## config.mk

```make
export PLATFORM = sky130hd
export DESIGN_NAME = delay_tap_ctrl_gea0
export DESIGN_NICKNAME = d
export VERILOG_FILES = /design/src/rtl/delay_tap_ctrl_gea0.sv
export SDC_FILE = /design/constraint.sdc
export NUM_CORES = 1
export LEC_CHECK = 0
export CAP_MARGIN = 30
export CORE_MARGIN = 5
export CORE_UTILIZATION = 40
export CTS_CLUSTER_DIAMETER = 80
export DETAILED_ROUTE_END_ITERATION = 12
export PLACE_DENSITY = 0.64
export SLEW_MARGIN = 10
export SYNTH_ARGS = -nofsm -noshare
export SYNTH_HDL_FRONTEND = slang
export SYNTH_SLANG_ARGS = --single-unit
```

## constraint.sdc

```tcl
create_clock -name clk -period 7.2 [get_ports clk]
set_input_delay 1.44 -clock clk [delete_from_list [all_inputs] [get_ports clk]]
set_output_delay 1.44 -clock clk [all_outputs]
set_load 0.005 [all_outputs]
```

## src/rtl/delay_tap_ctrl_gea0.sv

```systemverilog
// Delay-chain tap capture: two-rank synchroniser, thermometer decode,
// and averaged tap-count measurement with sticky edge/bubble flags.
module delay_tap_ctrl_gea0 #(
    parameter int NTAPS = 16,
    parameter int AVG_LOG2 = 2,
    localparam int CW = $clog2(NTAPS + 1)
) (
    input  logic             clk,
    input  logic             rst,
    input  logic [NTAPS-1:0] taps,
    input  logic             start,
    output logic             busy,
    output logic             valid,
    output logic [CW-1:0]    code,
    output logic             ovf,
    output logic             unf,
    output logic             bubble
);

    localparam int AW = CW + AVG_LOG2;
    localparam int NW = AVG_LOG2 + 1;
    localparam int NSAMP = 1 << AVG_LOG2;
    localparam logic [NW-1:0] LAST = NW'(NSAMP - 1);

    typedef enum logic [1:0] {
        IDLE,
        SETTLE,
        ACCUM,
        DONE
    } state_t;

    state_t           state_q;
    logic [NTAPS-1:0] s1_q, s2_q;
    logic [NW-1:0]    cnt_q;
    logic [AW-1:0]    acc_q, acc_d;
    logic             ovf_s_q, unf_s_q, bub_s_q;
    logic             ovf_s_d, unf_s_d, bub_s_d;
    logic             busy_q, valid_q, ovf_q, unf_q, bubble_q;
    logic [CW-1:0]    code_q, code_d;
    logic [CW-1:0]    cnt_dec;
    logic             bub_dec;
    logic             seen_zero;

    // Leading run of ones from bit0; any 1 past the first 0 is a bubble.
    always_comb begin
        cnt_dec   = '0;
        bub_dec   = 1'b0;
        seen_zero = 1'b0;
        for (int i = 0; i < NTAPS; i++) begin
            if (!seen_zero) begin
                if (s2_q[i]) cnt_dec = cnt_dec + CW'(1);
                else         seen_zero = 1'b1;
            end else if (s2_q[i]) begin
                bub_dec = 1'b1;
            end
        end
    end

    always_comb begin
        acc_d   = acc_q + AW'(cnt_dec);
        ovf_s_d = ovf_s_q | (cnt_dec == CW'(NTAPS));
        unf_s_d = unf_s_q | (cnt_dec == '0);
        bub_s_d = bub_s_q | bub_dec;
        code_d  = CW'(acc_d >> AVG_LOG2);
    end

    always_ff @(posedge clk or posedge rst) begin
        if (rst) begin
            state_q  <= IDLE;
            s1_q     <= '0;
            s2_q     <= '0;
            cnt_q    <= '0;
            acc_q    <= '0;
            ovf_s_q  <= 1'b0;
            unf_s_q  <= 1'b0;
            bub_s_q  <= 1'b0;
            busy_q   <= 1'b0;
            valid_q  <= 1'b0;
            code_q   <= '0;
            ovf_q    <= 1'b0;
            unf_q    <= 1'b0;
            bubble_q <= 1'b0;
        end else begin
            s1_q    <= taps;
            s2_q    <= s1_q;
            valid_q <= 1'b0;
            unique case (state_q)
                IDLE: begin
                    if (start) begin
                        state_q <= SETTLE;
                        busy_q  <= 1'b1;
                        cnt_q   <= '0;
                        acc_q   <= '0;
                        ovf_s_q <= 1'b0;
                        unf_s_q <= 1'b0;
                        bub_s_q <= 1'b0;
                    end
                end
                SETTLE: begin
                    if (cnt_q == NW'(1)) begin
                        state_q <= ACCUM;
                        cnt_q   <= '0;
                    end else begin
                        cnt_q <= cnt_q + NW'(1);
                    end
                end
                ACCUM: begin
                    acc_q   <= acc_d;
                    ovf_s_q <= ovf_s_d;
                    unf_s_q <= unf_s_d;
                    bub_s_q <= bub_s_d;
                    // Results load together with valid, including the last sample.
                    if (cnt_q == LAST) begin
                        state_q  <= DONE;
                        valid_q  <= 1'b1;
                        code_q   <= code_d;
                        ovf_q    <= ovf_s_d;
                        unf_q    <= unf_s_d;
                        bubble_q <= bub_s_d;
                    end else begin
                        cnt_q <= cnt_q + NW'(1);
                    end
                end
                DONE: begin
                    state_q <= IDLE;
                    busy_q  <= 1'b0;
                end
                default: state_q <= IDLE;
            endcase
        end
    end

    assign busy   = busy_q;
    assign valid  = valid_q;
    assign code   = code_q;
    assign ovf    = ovf_q;
    assign unf    = unf_q;
    assign bubble = bubble_q;

endmodule
```

==> reports/qor.csv, run 1 <==
metric,value,unit
status,completed,
clock_skew,0.0132,ns
die_h,106,µm
firstDrtPassIters,4,
maxCapViolCount,0,
yosysSeqAreaShare,38.3,%
holdPathEnd,s2_q[11],
holdCritStartpoint,s1_q[11],
antenna_cells,0,
io-pin-count,29,
placeableCoreArea,0.00915,mm²
clk_pin_slew,0.07,ns
rr_startpoint,s2_q[0],
fp-row-count,35,
cts_tree,built,
slowest_delay,0.44,ns
r2r-end,code[3],
antenna_found_initial,0,
cp.required,7.42,ns
dieWidth,106,µm
critical_path_arrival,7.11,ns
clock_latency,0.33,ns
cpMostUsedCell,ha_1,
synth_cell_types,72,
htree_num_levels,3,
port_buffers,28,
dp.final_hpwl,5960,µm
synth_nets,435,
r2r_cells,34,
fmaxAchievable,145,MHz
max-clock-path-buffers,2,
ir_drop,0.000180,V
use_met3,3.16,%
synth_top_flop_cell,dfrtp_1,
dr_total_vias,2943,
max_slew_margin,50.6,%
vias_per_cell,5.35,
grt_first_pass_wirelength,13900,µm
layout-drive-gt1-share,18.7,%
synthArstFlopShare,100,%
start_util,40.7,%
drv_slew,0,
grt.busiest_layer,met2,
gp_congestion,0.893,
syn-instance-count,391,
die-area,0.0113,mm²
critPathMaxFanout,6,
power_leakage,1.98,nW
groute.usage.overall,14.9,%
power_density,204,mW/mm²
ant_nets,0,
ys_ff_latch,57,
gr-usage-met2,22.6,%
min_period_over_period,95.6,%
whs_path_depth,0,
grt_overflow_total,0,
startpoint_type,flop,
cts_root_buf,clkbuf_8,
final_util,49.8,%
ys_top_cells_by_area,"dfrtp_1, ha_1, nand2_1, o21ai_0, xnor2_1",
cp-end-kind,flop,
drt_wl_total,7980,µm
criticalPathCategory,reg2reg,
drc,0,
synth-edff-count,0,
whs,0.341,ns
use_met1,21.6,%
yosysWarnings,0,
grt_start_max_net_pins,58,
synth.top_cell.area_share,38.3,%
first_global_vias,2882,
syn_area_per_cell,9.52,µm²
worst_pin_slew,0.735,ns
finalCriticalPeriod,6.88,ns
r2r_setup_slack,0.32,ns
hold_viol,0,
drt-initial-drc-count,157,
cts_sinks,57,
num-nets-final,478,
yosys.area.top_type,dfrtp_1,
wire_per_inst,14.5,µm
cp_slowest_cell,dfrtp_2,
setup_viol,0,
numCtsBuffers,9,
area_growth,22.4,%
hp-class,reg2reg,
syn_area,0.00372,mm²
-- per-stage QoR --
stage,setup slack [ns],cells,area (µm²),TNS [ns],power (W)
3_5_place_dp,-0.0645,531,4180,-0.120,0.000603
2_1_floorplan,0.0504,391,3720,0,0.000532
3_3_place_gp,0.180,531,4180,0,0.000597
6_report,0.318,550,4560,0,0.000929
5_1_grt,-0.130,550,4560,-0.481,0.000986
4_1_cts,0.0526,547,4390,0,0.000929
-- cell families (layout without fill, tap and decap cells) --
logic type               after synthesis  after routing  synth area share, %
AND/OR/NAND/NOR                      122            122                 17.3
AO/OA/AOI/OAI                        106            106                 19.5
flip-flops                            57             57                 38.3
buffers and inverters                 41             89                 4.67
adder cells (fa/ha/maj)               27             27                 9.14
XOR/XNOR                              27             27                 7.66
multiplexers                          11             11                 3.43
-- cells in the final DEF (no fill, tap or decap), types with 3 or more instances in the layout --
master           count
dfrtp_1             55
nand2_1             44
clkdlybuf4s50_1     28
inv_1               25
o21ai_0             21
ha_1                20
a21oi_1             16
buf_4               16
xnor2_1             13
nand3_1             12
nor2_1              12
xor2_1               9
o31ai_1              9
clkbuf_8             9
nand2b_1             6
mux2i_1              6
nor3_1               5
a21boi_0             5
and2_1               5
o21ai_1              5
nor2b_1              5
a21o_1               4
nand4_1              4
o211ai_1             4
a22o_1               4
mux2_2               3
nand2_2              3
inv_2                3
a31oi_1              3
a21oi_2              3
or3_1                3
ha_4                 3
clkinv_2             3
-- worst max-delay path, delay by kind of cell, from the launching register on --
family	cells	cell delay, ns
AOI/OAI and AO/OA	14	2.53
adders and majority gates	9	2.39
muxes	3	0.62
and+or+nand+nor	5	0.47
DFF	1	0.44
xor gates and xnor gates	2	0.29
buffers and inverters	1	0.03
-- report_power, final --
part	total [W]	switching (W)	internal, W
sequential	0.000386	0.0000297	0.000356
combinational	0.000223	0.000127	0.0000964
clock	0.000320	0.000127	0.000193
-- how the worst max path moves through the flow --
stage                to     from  slack, ns
6_report        code[3]  s2_q[0]       0.32
3_5_place_dp    code[3]  s2_q[0]      -0.06
4_1_cts         code[3]  s2_q[0]       0.05
3_3_place_gp    code[3]  s2_q[0]       0.18
5_1_grt        acc_q[6]  s2_q[1]      -0.13
2_1_floorplan   code[3]  s2_q[2]       0.05
-- layout make-up --
cell class	instances	area, µm²
clock inverter	6	82.6
fill	794	4590
multi-input combinational	293	2260
sequential	57	1430
timing repair buffer	45	412
tap	111	139
clock buffer	10	128
inverter	28	105
-- timing repair --
action                     4_1_cts  5_1_grt
buffers inserted                 0        3
gates resized for setup          1       36
setup endpoints to repair        5        7
pin swaps                        1       21
hold buffers                     0        0
gates cloned                     0        0
-- synth_stat cells, drive strengths merged, types with 3 or more instances --
library cell	count
or3	3
a21o	4
ha	24
mux2	4
nand4	5
nor2b	5
a31oi	4
xor2	11
and2	7
a21boi	7
nor4	3
a21oi	20
o211ai	4
mux2i	7
o32ai	3
inv	28
nand2	47
o21ai	27
a22o	4
xnor2	15
o31ai	10
clkbuf	7
nand3	13
nor3b	3
a2111oi	3
buf	6
nand2b	7
and4	3
nor3	6
nor2	13
dfrtp	57
-- state kept, by name, summed over array words and instances (netlist names) --
signal   cells
acc_q        7
bub_s_q      1
bubble       1
busy         1
cnt_q        3
code         5
ovf          1
ovf_s_q      1
s1_q        16
s2_q        16
state_q      2
unf          1
unf_s_q      1
valid        1
-- per-layer routing --
layer	routed length, µm	up-vias	part of all wire [%]
met3	348	5	4.4
met2	3590	50	45
met5	0	-	0
met4	61	0	0.76
met1	3980	1401	50
li1	-	1487	-
Power figures use the tool's default switching activity.
==> run 2, diff against run 1 <==
--- a/config.mk
+++ b/config.mk
@@ -6,7 +6,7 @@
 export NUM_CORES = 1
 export LEC_CHECK = 0
 export CAP_MARGIN = 30
-export CORE_MARGIN = 5
+export CORE_MARGIN = 8
 export CORE_UTILIZATION = 40
 export CTS_CLUSTER_DIAMETER = 80
 export DETAILED_ROUTE_END_ITERATION = 12
==> run 2 against run 1 <==
  * Largest power group unchanged
  * Cell count grew 1.1%
  * Clock power shrank 7.2%
  * Largest cell class unchanged
  * Sequential power is essentially flat
  * Fmax shrank 1.8%
==> reports/qor.csv, run 2 (synthesis results as in run 1) <==
metric,value,unit,change
num-nets-final,484,,was 478
clock_skew,0.00477,ns,was 0.0132 ns
final_cell_mix,"dfrtp_1, nand2_1, clkdlybuf4s50_1",,unchanged
holdCritStartpoint,s1_q[7],,was s1_q[11]
fmaxAchievable,143,MHz,was 145 MHz
worst_pin_slew,0.823,ns,was 0.735 ns
place_inst,532,,was 531
hp-class,reg2reg,,unchanged
critical_path_arrival,7.23,ns,was 7.11 ns
multi_input_area,0.00229,mm²,was 0.00226 mm²
hold_viol,0,,unchanged
cp-end-kind,flop,,unchanged
firstDrtPassIters,4,,unchanged
r2r_setup_slack,0.19,ns,was 0.32 ns
power_leakage,1.98,nW,about the same
ir_drop,0.000210,V,was 0.000180 V
max-clock-path-buffers,2,,unchanged
crit_buf_inv,2,,was 1
drt-initial-drc-count,115,,was 157
r2r-end,code[3],,unchanged
grt_start_max_net_pins,58,,unchanged
cts_tree,built,,unchanged
gp_congestion,0.859,,was 0.893
power_density,197,mW/mm²,was 204 mW/mm²
max_slew_margin,44.4,%,was 50.6%
antenna_found_initial,0,,unchanged
drt_wl_total,8280,µm,was 7980 µm
wire_per_inst,14.9,µm,was 14.5 µm
reg.largest.list,"s1_q (16), s2_q (16), acc_q (7)",,unchanged
critPathMaxFanout,4,,was 6
cts_sinks,57,,unchanged
min_period_over_period,97.4,%,was 95.6%
grt_first_pass_wirelength,13800,µm,"was 13,900 µm"
finalCriticalPeriod,7.01,ns,was 6.88 ns
fin_cells,556,,was 550
holdPathEnd,s2_q[7],,was s2_q[11]
postCtsHoldBufs,0,,unchanged
drc,0,,unchanged
crit_family,compound AO/OA/AOI/OAI gates,,unchanged
port_buffers,28,,unchanged
die-area,0.0127,mm²,was 0.0113 mm²
htree_num_levels,3,,unchanged
status,completed,,unchanged
cts_root_buf,clkbuf_8,,unchanged
dp.final_hpwl,6070,µm,was 5960 µm
io-pin-count,29,,unchanged
drv_slew,0,,unchanged
numCtsBuffers,9,,unchanged
final_common_cell,dfrtp_1,,unchanged
fp-row-count,35,,unchanged
start_util,40.7,%,unchanged
first_global_vias,3020,,"was 2,882"
slowest_delay,0.42,ns,was 0.44 ns
criticalPathCategory,reg2reg,,unchanged
ant_nets,0,,unchanged
vias_per_cell,5.38,,was 5.35
timing.setup.tns,0,ns,unchanged
area_growth,24.1,%,was 22.4%
cp.required,7.42,ns,about the same
cp_slowest_cell,dfrtp_1,,was dfrtp_2
antenna_cells,0,,unchanged
r2r_cells,35,,was 34
rr_startpoint,s2_q[0],,unchanged
dpl_worst_slack,-0.131,ns,was -0.0645 ns
clk_pin_slew,0.07,ns,about the same
final_util,50.5,%,was 49.8%
dr_total_vias,2992,,"was 2,943"
whs_path_depth,0,,unchanged
total_power,0.000909,W,was 0.000929 W
layout-drive-gt1-share,20.7,%,was 18.7%
setup_viol,0,,unchanged
fill_cells,837,,was 794
maxCapViolCount,0,,unchanged
groute.usage.overall,13.3,%,was 14.9%
grt_overflow_total,0,,unchanged
setup_slack,0.188,ns,was 0.318 ns
die_h,112,µm,was 106 µm
dieWidth,112,µm,was 106 µm
placeableCoreArea,0.00915,mm²,unchanged
startpoint_type,flop,,unchanged
seq_area,0.00143,mm²,about the same
clock_latency,0.34,ns,was 0.33 ns
-- run 2: worst reg2reg max path: cells and delay by family, from the launching register on --
kind	cells	cell delay, ns
muxes	3	0.62
xor gates and xnor gates	2	0.35
and+or+nand+nor	5	0.50
AOI/OAI and AO/OA	14	2.40
buffers and inverters	2	0.21
adders and majority gates	9	2.41
DFF	1	0.42
-- run 2: worst max path at each step --
stage	depth (start not counted)	start	to
floorplan	36	s2_q[2]	code[3]
global placement	34	s2_q[0]	code[3]
detailed placement	34	s2_q[0]	code[3]
CTS	35	s2_q[1]	code[3]
global route	35	s2_q[0]	code[3]
finish	35	s2_q[0]	code[3]
-- run 2: repair_timing --
item	CTS	global route
setup endpoints to repair	6	6
setup buffers	2	6
pin swaps	4	18
resized for setup	1	36
-- run 2: cell type report --
class	instances	area share (%)
clock buffers	9	2.68
clock inverters	7	1.71
inverters	28	2.27
multi-input cells	293	49.6
flip-flops and latches	57	30.9
well taps	111	3.00
repair buffers	51	9.88
-- run 2: where the power goes --
group          total [W]  internal, W  switching, W
clock           0.000297     0.000162      0.000134
sequential      0.000384     0.000356     0.0000279
combinational   0.000228    0.0000985      0.000130
-- run 2: routing by layer --
| layer | global-route usage [%] | wire (µm) | part of all wire [%] |
|---|---|---|---|
| met2 | 21.8 | 4020 | 49 |
| met4 | 5.85 | 148 | 1.8 |
| met5 | 0 | 0 | 0 |
| met3 | 3.06 | 286 | 3.5 |
| met1 | 16.4 | 3820 | 46 |
-- run 2: stage by stage --
| step | instance area [µm²] | hold slack (ns) |
|---|---|---|
| 5_1_grt | 4620 | 0.351 |
| 2_1_floorplan | 3720 | 0.331 |
| 3_3_place_gp | 4190 | 0.332 |
| 6_report | 4620 | 0.348 |
| 4_1_cts | 4400 | 0.350 |
| 3_5_place_dp | 4190 | 0.335 |
